**src/rtl/pipe_stage_ctrl.sv**
```systemverilog
// Handshaked pipeline stage: main + skid register with registered ready and flush.
// Optional saturating back-pressure counter enabled by defining PIPE_STAGE_CNT_EN.
module pipe_stage_ctrl #(
  parameter int DATA_WIDTH = 32,
  parameter int CNT_WIDTH  = 16
) (
  input  logic                  clk,
  input  logic                  arst_n,
  input  logic                  i_flush,
  input  logic                  i_valid,
  input  logic [DATA_WIDTH-1:0] i_data,
  output logic                  o_ready,
  output logic                  o_valid,
  output logic [DATA_WIDTH-1:0] o_data,
  input  logic                  i_ready,
  output logic [CNT_WIDTH-1:0]  o_stall_cnt
);

  typedef enum logic [1:0] {
    EMPTY = 2'd0,
    HALF  = 2'd1,
    FULL  = 2'd2
  } state_t;

  state_t                state_q, state_d;
  logic [DATA_WIDTH-1:0] main_q, skid_q;
  logic                  xfer_in, xfer_out;
  logic                  load_main_in, load_main_skid, load_skid;

  // Handshake flags depend on state only, so neither ready nor valid
  // combinationally sees the neighbouring stage.
  assign o_valid  = (state_q != EMPTY);
  assign o_ready  = (state_q != FULL);
  assign o_data   = main_q;
  assign xfer_in  = i_valid & o_ready;
  assign xfer_out = o_valid & i_ready;

  // NOTE: every signal driven here gets a default first, so no path leaves it
  // unassigned and no latch is inferred.
  always_comb begin
    state_d        = state_q;
    load_main_in   = 1'b0;
    load_main_skid = 1'b0;
    load_skid      = 1'b0;
    if (i_flush) begin
      state_d = EMPTY;
    end else begin
      unique case (state_q)
        EMPTY: begin
          if (xfer_in) begin
            state_d      = HALF;
            load_main_in = 1'b1;
          end
        end
        HALF: begin
          if (xfer_in && xfer_out) begin
            load_main_in = 1'b1;
          end else if (xfer_in) begin
            state_d   = FULL;
            load_skid = 1'b1;
          end else if (xfer_out) begin
            state_d = EMPTY;
          end
        end
        FULL: begin
          // Skid always holds the younger entry; it moves up when main drains.
          if (xfer_out) begin
            state_d        = HALF;
            load_main_skid = 1'b1;
          end
        end
        default: state_d = EMPTY;
      endcase
    end
  end

  // NOTE: sequential state uses non-blocking assignments so every flop samples
  // pre-edge values regardless of statement order.
  always_ff @(posedge clk or negedge arst_n) begin
    if (!arst_n) begin
      state_q <= EMPTY;
    end else begin
      state_q <= state_d;
    end
  end

  // NOTE: the two data registers are ordinary flops (not a memory array), so
  // clearing them in reset costs nothing and gives a defined o_data.
  always_ff @(posedge clk or negedge arst_n) begin
    if (!arst_n) begin
      main_q <= '0;
      skid_q <= '0;
    end else begin
      if (load_main_in) begin
        main_q <= i_data;
      end else if (load_main_skid) begin
        main_q <= skid_q;
      end
      if (load_skid) begin
        skid_q <= i_data;
      end
    end
  end

`ifdef PIPE_STAGE_CNT_EN
  logic [CNT_WIDTH-1:0] stall_cnt_q;

  // Counts cycles where downstream holds off a valid payload; saturates.
  always_ff @(posedge clk or negedge arst_n) begin
    if (!arst_n) begin
      stall_cnt_q <= '0;
    end else if (o_valid && !i_ready && !i_flush && (stall_cnt_q != '1)) begin
      stall_cnt_q <= stall_cnt_q + CNT_WIDTH'(1);
    end
  end

  assign o_stall_cnt = stall_cnt_q;
`else
  assign o_stall_cnt = '0;
`endif

endmodule
```
**config.mk**
```make
export PLATFORM = sky130hd
export DESIGN_NAME = pipe_stage_ctrl
export DESIGN_NICKNAME = d
export VERILOG_FILES = /design/src/rtl/pipe_stage_ctrl.sv
export SDC_FILE = /design/constraint.sdc
export NUM_CORES = 1
export LEC_CHECK = 0
export ABC_AREA = 1
export ABC_CLOCK_PERIOD_IN_PS = 1700
export CAP_MARGIN = 0
export CORE_AREA = 4 4 106 108
export DETAILED_ROUTE_END_ITERATION = 8
export DIE_AREA = 0 0 110 112
export DONT_BUFFER_PORTS = 1
export RECOVER_POWER = 50
export SYNTH_ARGS = -nofsm -noshare
export SYNTH_HDL_FRONTEND = slang
export SYNTH_SLANG_ARGS = --single-unit
```
**constraint.sdc**
```tcl
create_clock -name clk -period 1.7 [get_ports clk]
set_clock_uncertainty 0.05 [all_clocks]
set_input_delay 0.17 -clock clk [delete_from_list [all_inputs] [get_ports clk]]
set_output_delay 0.17 -clock clk [all_outputs]
set_load 0.02 [all_outputs]
```
==> summary.txt <==
worst reg-to-reg setup slack: 240 ps
Layout Nets: 425
Synth Cell Area: 3030 µm²
switching part of the total: 0.320
min-delay worst type: input port to async pin
Synth async-reset ratio: 1.00
most common cell after layout, fill and taps aside: nand2_1
Final TNS setup: 0 ps
sequence of cells on the critical path: nor2_1, inv_1
Post-Syn Area per Cell: 8.57 µm²
status: finished with violations
Buffers & Inverters on Critical Path: 1
area post-placement: 3090 µm²
maximum fanout along the worst path: 7
number of I/O pins: 87
Comb pwr share: 0.171
share of cells above drive strength 1: 0.115
peak supply drop: 0.511 mV
Clock Sinks: 66
CTS tree: yes
WP data arrival: 1280 ps
area growth from synthesis to layout: 20.1%
DRC viols: 0
first-pass GRT wire length: 11300 µm
internal power: 0.00338 W
Unique masters post-synth: 14
WHS: -516 ps
RSZ-0062 raised after global routing: no
n_diodes: 0
fmax: 668 MHz
CTS Buf Count: 9
iteration-0 DRC count of the detailed router: 161
Core ar.: 10200 µm²
post-route minimum period: 1500 ps
FP Rows: 37
Hold Violations, Final: 66
Tot GR Track Use: 0.116
Slew Limit Fails: 0
final HPWL from detailed placement: 4470 µm
CP max stage cell: dfrtp_1
die height: 112 µm
cell family with most CP delay: flip-flops
Initial Utilization: 0.296
post-DR wirelength/cell: 12.6 µm
failing checks: hold timing
later-pin clock latency in the skew report: 320 ps
critical path type: flip-flop to output port
initial antenna violation count: 0
die width: 110 µm
CTS Buffer Depth: 2
Seq pwr share: 0.534
filler instances: 1029
RD Place Congestion: 0.725
Post-Synthesis Cells: 354
Synth Register Bits: 66
Synth Flop Type: dfrtp_1
Pre-antenna DRT Iters: 4
die area: 12300 µm²
post_cts resized: 0
Final Instance Count excl. Fillers: 528
Worst Setup End Kind: output port
post-route ant nets: 0
pre-CTS WS: 302 ps
crit path launch type: flip-flop
Clock Pin Slew Worst Setup and Hold Paths: 70 ps
Clock Power Share: 0.295
Placed Cells: 480
most frequent cells in the layout: nand2_1 (140), dfrtp_1 (66), inv_1 (40)
vias per std cell: 4.20
Yosys Warn Count: 0
vias: 2220
vias in the first global route: 2267
Power Dens Cells: 1360 nW/µm²
CP peak stage delay: 450 ps
Design Power: 0.00497 W
period utilization: 0.881
WL final: 6630 µm
Final Setup Violations: 0
EDFF count, synth: 0
H-tree lvl count: 3
Worst Setup Slack, final: 203 ps
Root Buffer: clkbuf_8
Final Cell Area: 3640 µm²
total net switching power: 0.00159 W
maximum number of pins on one net before global-route repair: 67
I/O Buffers: 0
Lkg Pwr: 1.86 nW
Worst Path Required: 1480 ps
Post-CTS Hold Fix Bufs: 33
GRT overflow: 0
register area share after synthesis: 0.545
max-cap violations: 0
per-layer routing:
layer | share of wire | track usage
met5 | 0 | 0
met4 | 0.0098 | 0.0349
met3 | 0.078 | 0.0452
met2 | 0.48 | 0.183
met1 | 0.43 | 0.144
state kept, by name (all words and copies together) (netlist names):
| register | cells |
|---|---|
| o_data | 32 |
| skid_q | 32 |
| state_q | 2 |
timing repair:
item | 4_1_cts | 5_1_grt
endpoints found under the hold margin | 131 | 66
setup buffers | 0 | 0
setup endpoints to repair | 0 | 0
through the flow:
step,utilization,hold WS (ps)
floorplan,-,-176
global placement,0.302,-174
detailed placement,0.302,-174
CTS,0.356,-542
global route,0.356,-558
finish,0.356,-516
synthesized netlist by cell type (2+ instances only):
cell	n	area [µm²]
inv_1	40	150
buf_4	16	120
buf_6	6	67.6
o21ai_1	9	45.0
dfrtp_1	66	1650
buf_2	9	45.0
nand4_1	2	12.5
nand3_1	35	175
nand2_1	140	526
nor2_1	4	15.0
o21ai_2	24	210
power by group through the flow:
| stage | clock network (W) | logic, W | registers, W |
|---|---|---|---|
| 2_1_floorplan | 0 | 0.000724 | 0.00258 |
| 3_3_place_gp | 0 | 0.000756 | 0.00266 |
| 3_5_place_dp | 0 | 0.000796 | 0.00269 |
| 4_1_cts | 0.00153 | 0.000868 | 0.00266 |
| 5_1_grt | 0.00161 | 0.000996 | 0.00273 |
| 6_report | 0.00147 | 0.000850 | 0.00265 |
layout make-up:
cell class | instances | area [µm²] | share of cell area
Clock inverter | 2 | 60.1 | 0.0165
Tap cell | 136 | 170 | 0.0467
Sequential cell | 66 | 1650 | 0.453
Clock buffer | 13 | 159 | 0.0436
Multi-Input combinational cell | 231 | 1060 | 0.290
Timing Repair Buffer | 40 | 395 | 0.109
Inverter | 40 | 150 | 0.0412
path summary, 6_finish.rpt:
check	cells after the start	from	endpoint
setup reg to reg	7	state_q[0]	o_data[22]
setup / recovery	2	state_q[0]	o_valid
min in group clk	3	i_flush	state_q[1]
max in group asynchronous	0	arst_n	skid_q[16]
hold / removal	0	arst_n	o_data[19]
hold reg to reg	2	skid_q[31]	skid_q[31]
cell families (layout without fill, tap and decap cells):
kind of cell,after synthesis,after routing,synth area share
flops,66,66,0.545
simple gates,182,182,0.242
other cells,1,16,0.00124
buf+inv,72,95,0.128
compound gates,33,33,0.0842
Note: power is estimated with default switching activity, not from simulation.
